`config.mk`:
```
export PLATFORM = sky130hd
export DESIGN_NAME = bp_update_arbiter
export DESIGN_NICKNAME = d
export VERILOG_FILES = /design/src/rtl/bp_update_arbiter.sv
export SDC_FILE = /design/constraint.sdc
export NUM_CORES = 1
export LEC_CHECK = 0
export CORE_MARGIN = 5
export CORE_UTILIZATION = 40
export CTS_BUF_LIST = sky130_fd_sc_hd__clkbuf_4 sky130_fd_sc_hd__clkbuf_8
export DETAILED_ROUTE_END_ITERATION = 8
export GPL_TIMING_DRIVEN = 0
export PLACE_DENSITY_LB_ADDON = 0.15
export REMOVE_ABC_BUFFERS = 1
export SYNTH_ARGS = -nofsm -noshare
export SYNTH_HDL_FRONTEND = slang
export SYNTH_SLANG_ARGS = --single-unit
```
`constraint.sdc`:
```
create_clock -name clk -period 5.85 [get_ports clk]
set_input_delay 1.17 -clock clk [delete_from_list [all_inputs] [get_ports clk]]
set_output_delay 1.17 -clock clk [all_outputs]
set_load 0.05 [all_outputs]
```
`src/rtl/bp_update_arbiter.sv`:
```
// Serialises up to two resolved branches per cycle onto the predictor's single
// update port, in program order, using a small circular FIFO for the overflow.
module bp_update_arbiter #(
    parameter int BPA_DEPTH       = 4,
    parameter int BPA_DEPTH_WIDTH = 2,
    localparam int XLEN           = 32
) (
    input  logic            clk,
    input  logic            rst,
    input  logic            rdy,
    input  logic            rob0_enable,
    input  logic [XLEN-1:0] rob0_inst_addr,
    input  logic            rob0_jump,
    input  logic            rob0_correct,
    input  logic            rob1_enable,
    input  logic [XLEN-1:0] rob1_inst_addr,
    input  logic            rob1_jump,
    input  logic            rob1_correct,
    output logic            bpa_full,
    output logic            bpa_enable,
    output logic [XLEN-1:0] bpa_inst_addr,
    output logic            bpa_jump,
    output logic            bpa_correct
);

    localparam int CW = BPA_DEPTH_WIDTH + 1;
    localparam logic [CW-1:0] FULL_LVL = CW'(BPA_DEPTH - 2);

    typedef struct packed {
        logic [XLEN-1:0] addr;
        logic            jump;
        logic            correct;
    } entry_t;

    entry_t                     mem [BPA_DEPTH];
    logic [BPA_DEPTH_WIDTH-1:0] head;
    logic [BPA_DEPTH_WIDTH-1:0] tail;
    logic [CW-1:0]              count;

    entry_t     rob0_e;
    entry_t     rob1_e;
    entry_t     first_new;
    entry_t     push_a;
    entry_t     out_e;
    logic       take0;
    logic       take1;
    logic       pop;
    logic       out_valid;
    logic [1:0] n_new;
    logic [1:0] push_cnt;

    assign bpa_full = (count > FULL_LVL);

    // FIFO head always wins; otherwise the oldest new slot bypasses the FIFO
    // and only the younger one (if any) is queued.
    always_comb begin
        rob0_e    = '{addr: rob0_inst_addr, jump: rob0_jump, correct: rob0_correct};
        rob1_e    = '{addr: rob1_inst_addr, jump: rob1_jump, correct: rob1_correct};
        take0     = rob0_enable & ~bpa_full;
        take1     = rob1_enable & ~bpa_full;
        n_new     = {1'b0, take0} + {1'b0, take1};
        first_new = take0 ? rob0_e : rob1_e;
        pop       = (count != '0);
        out_e     = mem[head];
        out_valid = 1'b1;
        push_a    = first_new;
        push_cnt  = n_new;
        if (!pop) begin
            out_e     = first_new;
            out_valid = (n_new != 2'd0);
            push_a    = rob1_e;
            push_cnt  = (n_new == 2'd2) ? 2'd1 : 2'd0;
        end
    end

    always_ff @(posedge clk) begin
        if (rdy) begin
            if (rst) begin
                head          <= '0;
                tail          <= '0;
                count         <= '0;
                bpa_enable    <= 1'b0;
                bpa_inst_addr <= '0;
                bpa_jump      <= 1'b0;
                bpa_correct   <= 1'b0;
            end else begin
                if (push_cnt != 2'd0)
                    mem[tail] <= push_a;
                if (push_cnt == 2'd2)
                    mem[tail + BPA_DEPTH_WIDTH'(1)] <= rob1_e;
                tail  <= tail + BPA_DEPTH_WIDTH'(push_cnt);
                head  <= head + BPA_DEPTH_WIDTH'(pop);
                count <= count + CW'(push_cnt) - CW'(pop);
                if (out_valid) begin
                    bpa_enable    <= 1'b1;
                    bpa_inst_addr <= out_e.addr;
                    bpa_jump      <= out_e.jump;
                    bpa_correct   <= out_e.correct;
                end else begin
                    bpa_enable    <= 1'b0;
                end
            end
        end
    end

endmodule

```
== Word level (Yosys, flattened, before mapping) ==
Memory sizes are Yosys's and may differ from the RTL's. A register that Yosys moved wholly into a read port is not among the register bits.
Cells that the tools add are included.

* Add/sub/neg operators: 6
* Multiply operators: 0
* Div/mod/pow operators: 0
* $lt $le $gt $ge: 1
* Eq/ne operators: 2
* Shift-type cells: 0
* Muxes and demuxes: 20
* Bitwise logic cells: 3
* Reduce and logical (&&, ||, !) cells: 5

{| class="wikitable"
|+ Operators with widths
! cell !! number
|-
| 2-to-1 mux 34 bit || 3
|-
| 2-to-1 mux 32 bit || 1
|-
| 2-to-1 mux 1 bit || 13
|-
| 2-to-1 mux 2 bit || 3
|-
| nonzero test 2 bit || 3
|-
| == test 2 bit, second input constant || 2
|-
| adder 3 x 2 -> 3 bit || 1
|-
| > comparator 3 x 2 -> 1 bit, second input constant || 1
|-
| nonzero test 3 bit || 1
|-
| subtractor 3 x 1 -> 3 bit || 1
|-
| adder 1 x 1 -> 2 bit || 1
|-
| adder 2 x 1 -> 2 bit || 1
|-
| adder 2 x 1 -> 2 bit, second input constant || 1
|-
| adder 2 bit || 1
|-
| AND 1 bit || 2
|-
| AND reduction 2 bit || 1
|-
| inverter 1 bit || 1
|}

* Register bits: 42
* Bits in latches: 0
* RAM bits: 136
* Memory bits (read-only): 0
* Input bits: 73
* Output and inout port bits: 36
* Word-level logic and storage cells: 45
* Memories kept: 1

{| class="wikitable"
|+ Memories
! memory !! words !! bits a word !! rd ports !! clocked after Yosys merged registers in !! wr ports !! RTL line !! RTL
|-
| mem || 4 || 34 || 1 || 1 || 2 || 35 || <nowiki>entry_t mem [BPA_DEPTH];</nowiki>
|}

== Depth between registers and ports, before layout ==
* Word-level depth: 12
* Depth in mapped cells: 12
* Depth with buffers taken out: 11

== Least setup slack after synthesis ==
Ideal clock, no wire load.

* Kind: input-to-reg
* Start: in rob0_enable
* End: mem mem[3][0] in the netlist's numbering, enable pin
* Library setup time: 475 ps
* Arrival time: 5,115 ps
* Data required time: 5,375 ps
* Path slack: 260 ps
* Stages: 9
* Buffers on the path: 1
* Cells stage by stage: and2b_1 -> nand2_2 -> buf_2 -> inv_1 -> ha_1 -> nand2b_1 -> nor2_1 -> a21oi_1 -> nor3b_1

{| class="wikitable"
|+ RTL lines
! what !! RTL line !! RTL
|-
| start: declaration || 11 || <nowiki>input logic rob0_enable,</nowiki>
|-
| end: declaration || 35 ||
|}

==> flow_results.xml <==
<?xml version="1.0" encoding="UTF-8"?>
<metrics>
  <group name="status">
    <metric name="run_status" unit="">completed</metric>
  </group>
  <group name="worst_setup_path">
    <metric name="worst_r2r_startpoint" unit="">count[2]$_SDFFCE_PP0P_</metric>
    <metric name="timing.critical_path.slowest_stage_cell" unit="">a31o_4</metric>
    <metric name="crit_path_class" unit="">primary input to flip-flop</metric>
    <metric name="critPathLaunch" unit="">rob0_enable</metric>
    <metric name="cpPeakStageDelay" unit="ns">0.77</metric>
    <metric name="path_cells" unit="">clkdlybuf4s50_1, and2b_1, nand2_4, inv_1, ha_1, nand2b_1, nor2_4, a31o_4, mux2_2</metric>
    <metric name="critical_path.endpoint_type" unit="">flip-flop</metric>
    <metric name="reg2reg_setup_slack" unit="ns">2.20</metric>
    <metric name="crit_fanout" unit="">36</metric>
    <metric name="timing.critical_path.required" unit="ns">6.07</metric>
    <metric name="critPathArrivalTime" unit="ns">4.49</metric>
    <metric name="worst_r2r_path_depth" unit="">8</metric>
    <metric name="timing.rr.end" unit="">mem[0][0]$_DFFE_PP_</metric>
    <metric name="timing.critical_path.from_type" unit="">primary input</metric>
    <metric name="destination_of_the_critical_timing_path" unit="">mem[0][0]$_DFFE_PP_</metric>
  </group>
  <group name="final_layout">
    <metric name="num-nets-final" unit="">745</metric>
    <metric name="layout-area-overhead-vs-synth" unit="%">21.7</metric>
    <metric name="post-route-cell-area" unit="mm2">0.0111</metric>
    <metric name="antenna_cell_count" unit="">0</metric>
    <metric name="layout-drive-gt1-share" unit="%">34.5</metric>
    <metric name="leading_cell_type_in_the_layout_fill_and_taps_excluded" unit="">edfxtp_1</metric>
    <metric name="most-common-layout-cells" unit="">178 x edfxtp_1, 108 x clkdlybuf4s50_1, 107 x mux2_2</metric>
  </group>
  <group name="global_route">
    <metric name="grt_pass1_wl" unit="um">33600</metric>
    <metric name="global_route.overflow_total" unit="">0</metric>
    <metric name="via_count_of_the_first_global_routing_pass" unit="">5803</metric>
    <metric name="grt_antenna_before_repair" unit="">2</metric>
    <metric name="maximum_number_of_pins_on_one_net_before_global_route_repair" unit="">37</metric>
    <metric name="groute.usage.overall" unit="%">17.3</metric>
  </group>
  <group name="floorplanning">
    <metric name="die_w" unit="um">161</metric>
    <metric name="fp.dieH" unit="um">161</metric>
    <metric name="placementRows" unit="">55</metric>
    <metric name="die_area" unit="mm2">0.0259</metric>
    <metric name="core_area" unit="mm2">0.0226</metric>
    <metric name="io_pins" unit="">109</metric>
    <metric name="starting_density_of_the_core" unit="%">40.4</metric>
  </group>
  <group name="detailed_routing">
    <metric name="detailed_route_iter0_violations" unit="">334</metric>
    <metric name="drt-pass1-iter-count" unit="">4</metric>
    <metric name="route.detailed.vias_per_inst" unit="">5.34</metric>
    <metric name="via_count" unit="">5141</metric>
    <metric name="wirelength" unit="um">22100</metric>
    <metric name="drc_errors" unit="">0</metric>
    <metric name="detail-route-antenna-nets" unit="">0</metric>
    <metric name="route.detailed.wl_per_inst" unit="um">22.9</metric>
  </group>
  <group name="logic_synthesis">
    <metric name="syn_inst" unit="">553</metric>
    <metric name="synthesis.yosys.warnings" unit="">0</metric>
    <metric name="post-synth-top-area-cell" unit="">edfxtp_1</metric>
    <metric name="synth_area_leaders" unit="">edfxtp_1 59%, mux2_2 13%, mux4_2 8.4%, mux2_4 4.9%, mux2i_1 3.7%</metric>
    <metric name="synth_area" unit="mm2">0.00911</metric>
    <metric name="synth.yosys.seq_area_share" unit="%">59.1</metric>
    <metric name="synth_top_cell_area_share" unit="%">58.6</metric>
    <metric name="post_synth.cell_area_avg" unit="um2">16.5</metric>
    <metric name="ys_seq_elements" unit="">180</metric>
    <metric name="synth_cell_types" unit="">36</metric>
  </group>
  <group name="sta">
    <metric name="slew_headroom" unit="%">35.2</metric>
    <metric name="period_needed" unit="ns">4.27</metric>
    <metric name="finalMaxSlewViolations" unit="">0</metric>
    <metric name="holdWs" unit="ns">0.535</metric>
    <metric name="tightest_slew" unit="ns">0.965</metric>
    <metric name="fin_crit_sh" unit="%">73.0</metric>
    <metric name="grt_setup_unrepaired" unit="">no</metric>
    <metric name="clock.fmax" unit="MHz">234</metric>
    <metric name="setup_total_negative_slack" unit="ns">0</metric>
    <metric name="final_hold_viol_count" unit="">0</metric>
    <metric name="finalSetupViolCount" unit="">0</metric>
    <metric name="final.setup_skew" unit="ns">0.0135</metric>
  </group>
  <group name="power_and_ir_drop">
    <metric name="total_power" unit="uW">4430</metric>
    <metric name="clockPowerShare" unit="%">19.2</metric>
    <metric name="combinationalPowerShare" unit="%">40.5</metric>
    <metric name="net-switching-power" unit="uW">1540</metric>
    <metric name="switching_share" unit="%">34.7</metric>
    <metric name="cellLeakagePower" unit="uW">0.00389</metric>
    <metric name="seq_power_share" unit="%">40.3</metric>
    <metric name="power.ir.vdd_worst" unit="mV">0.183</metric>
    <metric name="cell_internal_pwr" unit="uW">2900</metric>
    <metric name="power.density_cell_area" unit="mW/mm2">400</metric>
  </group>
  <group name="clocking">
    <metric name="cts_tree" unit="">yes</metric>
    <metric name="clk_pin_slew_worst_paths" unit="ns">0.10</metric>
    <metric name="ctsHoldBuffers" unit="">0</metric>
    <metric name="worstSkewPairLatency" unit="ns">0.46</metric>
    <metric name="cts_root_buf" unit="">clkbuf_8</metric>
    <metric name="clock_tree.buffer_depth" unit="">2</metric>
    <metric name="postCtsSetupBuffers" unit="">0</metric>
    <metric name="cts_resized" unit="">0</metric>
    <metric name="cts_inserted_buffers" unit="">17</metric>
    <metric name="tritoncts_num_sinks" unit="">180</metric>
    <metric name="htree_levels" unit="">4</metric>
  </group>
  <group name="worst_hold_path">
    <metric name="hp-class" unit="">flip-flop to flip-flop</metric>
  </group>
  <group name="job">
    <metric name="cap_viol_max_count" unit="">0</metric>
  </group>
  <group name="place">
    <metric name="io_port_bufs" unit="">108</metric>
    <metric name="dpl_cell_area" unit="mm2">0.0107</metric>
    <metric name="detailed_place_hpwl" unit="um">13800</metric>
    <metric name="finalWeightedCongestion" unit="">0.740</metric>
  </group>
</metrics>
==> routing by layer <==
layer  vias to the layer above  global-route usage, %  share of wire [%]
met5                         -                      0              0.059
met4                         2                   4.27                1.3
met1                      2616                   21.3                 42
met2                       113                   31.1                 52
met3                        24                   3.62                4.7
li1                       2386                      -                  -
==> cell type report <==
cell class	instances	area [um2]
fillers	1940	11500
clock buffers	17	234
multi-input cells	334	3560
clock inverters	15	158
flip-flops and latches	180	5390
well taps	285	357
repair buffers	125	1370
inverters	7	26.3
==> synthesized netlist by cell type, drive strengths merged <==
library cell,count
and2b,1
mux2,137
dfxtp,2
nor3,2
xor2,2
o21ba,1
edfxtp,178
a21oi,8
o31ai,1
mux2i,34
clkbuf,12
nor2,8
o21a,2
nand2b,4
o22ai,1
inv,7
nor2b,7
a22oi,1
fa,1
a31o,1
o21ai,34
nand3,1
mux4,34
buf,20
ha,6
nand2,43
nor3b,1
xnor2,3
and2,1
==> power groups by stage <==
| stage | clock network [uW] | registers [uW] | logic (uW) |
|---|---|---|---|
| after floorplan | 0 | 2020 | 982 |
| after global placement | 0 | 1840 | 1710 |
| after detailed placement | 0 | 1820 | 1820 |
| after CTS | 883 | 1790 | 1820 |
| after global routing | 937 | 1810 | 1910 |
| final | 854 | 1790 | 1790 |
==> metrics by stage <==
stage               util, %  setup WS [ns]  instances
CTS                    49.2           1.57        963
floorplan                 -         0.0201        521
global placement       45.8          -3.63        914
finish                 49.2           1.58        963
global route           49.2           1.48        963
detailed placement     47.4           1.05        931
==> state kept, by name, summed over array words and instances, names as in the netlist, named ones only <==
register,cells
bpa_enable,1
bpa_correct,1
bpa_inst_addr,32
tail,2
count,3
mem,136
bpa_jump,1
head,2
==> worst min-delay path by stage <==
stage / startpoint / to / depth (start not counted)
3_5_place_dp: head[0]$_SDFFCE_PP0P_ / flip-flop / 1
4_1_cts: head[0]$_SDFFCE_PP0P_ / flip-flop / 1
5_1_grt: head[0]$_SDFFCE_PP0P_ / flip-flop / 1
2_1_floorplan: head[0]$_SDFFCE_PP0P_ / flip-flop / 1
3_3_place_gp: head[0]$_SDFFCE_PP0P_ / flip-flop / 1
6_report: head[0]$_SDFFCE_PP0P_ / flip-flop / 1
==> kinds of logic after synthesis <==
kind of cell | synth area share [%]
compound gates | 3.03
buf+inv | 2.69
flops | 59.1
xor+xnor | 0.481
fa+ha+maj | 1.04
simple gates | 3.36
mux | 30.3
==> critical path: cells and delay by family <==
kind	cells	cell delay (ns)
buffers and inverters	2	0.51
AND/OR/NAND/NOR	4	1.26
AO/OA/AOI/OAI	1	0.77
adder cells (fa/ha/maj)	1	0.34
multiplexers	1	0.42
Note: power is estimated with default switching activity, not from simulation.
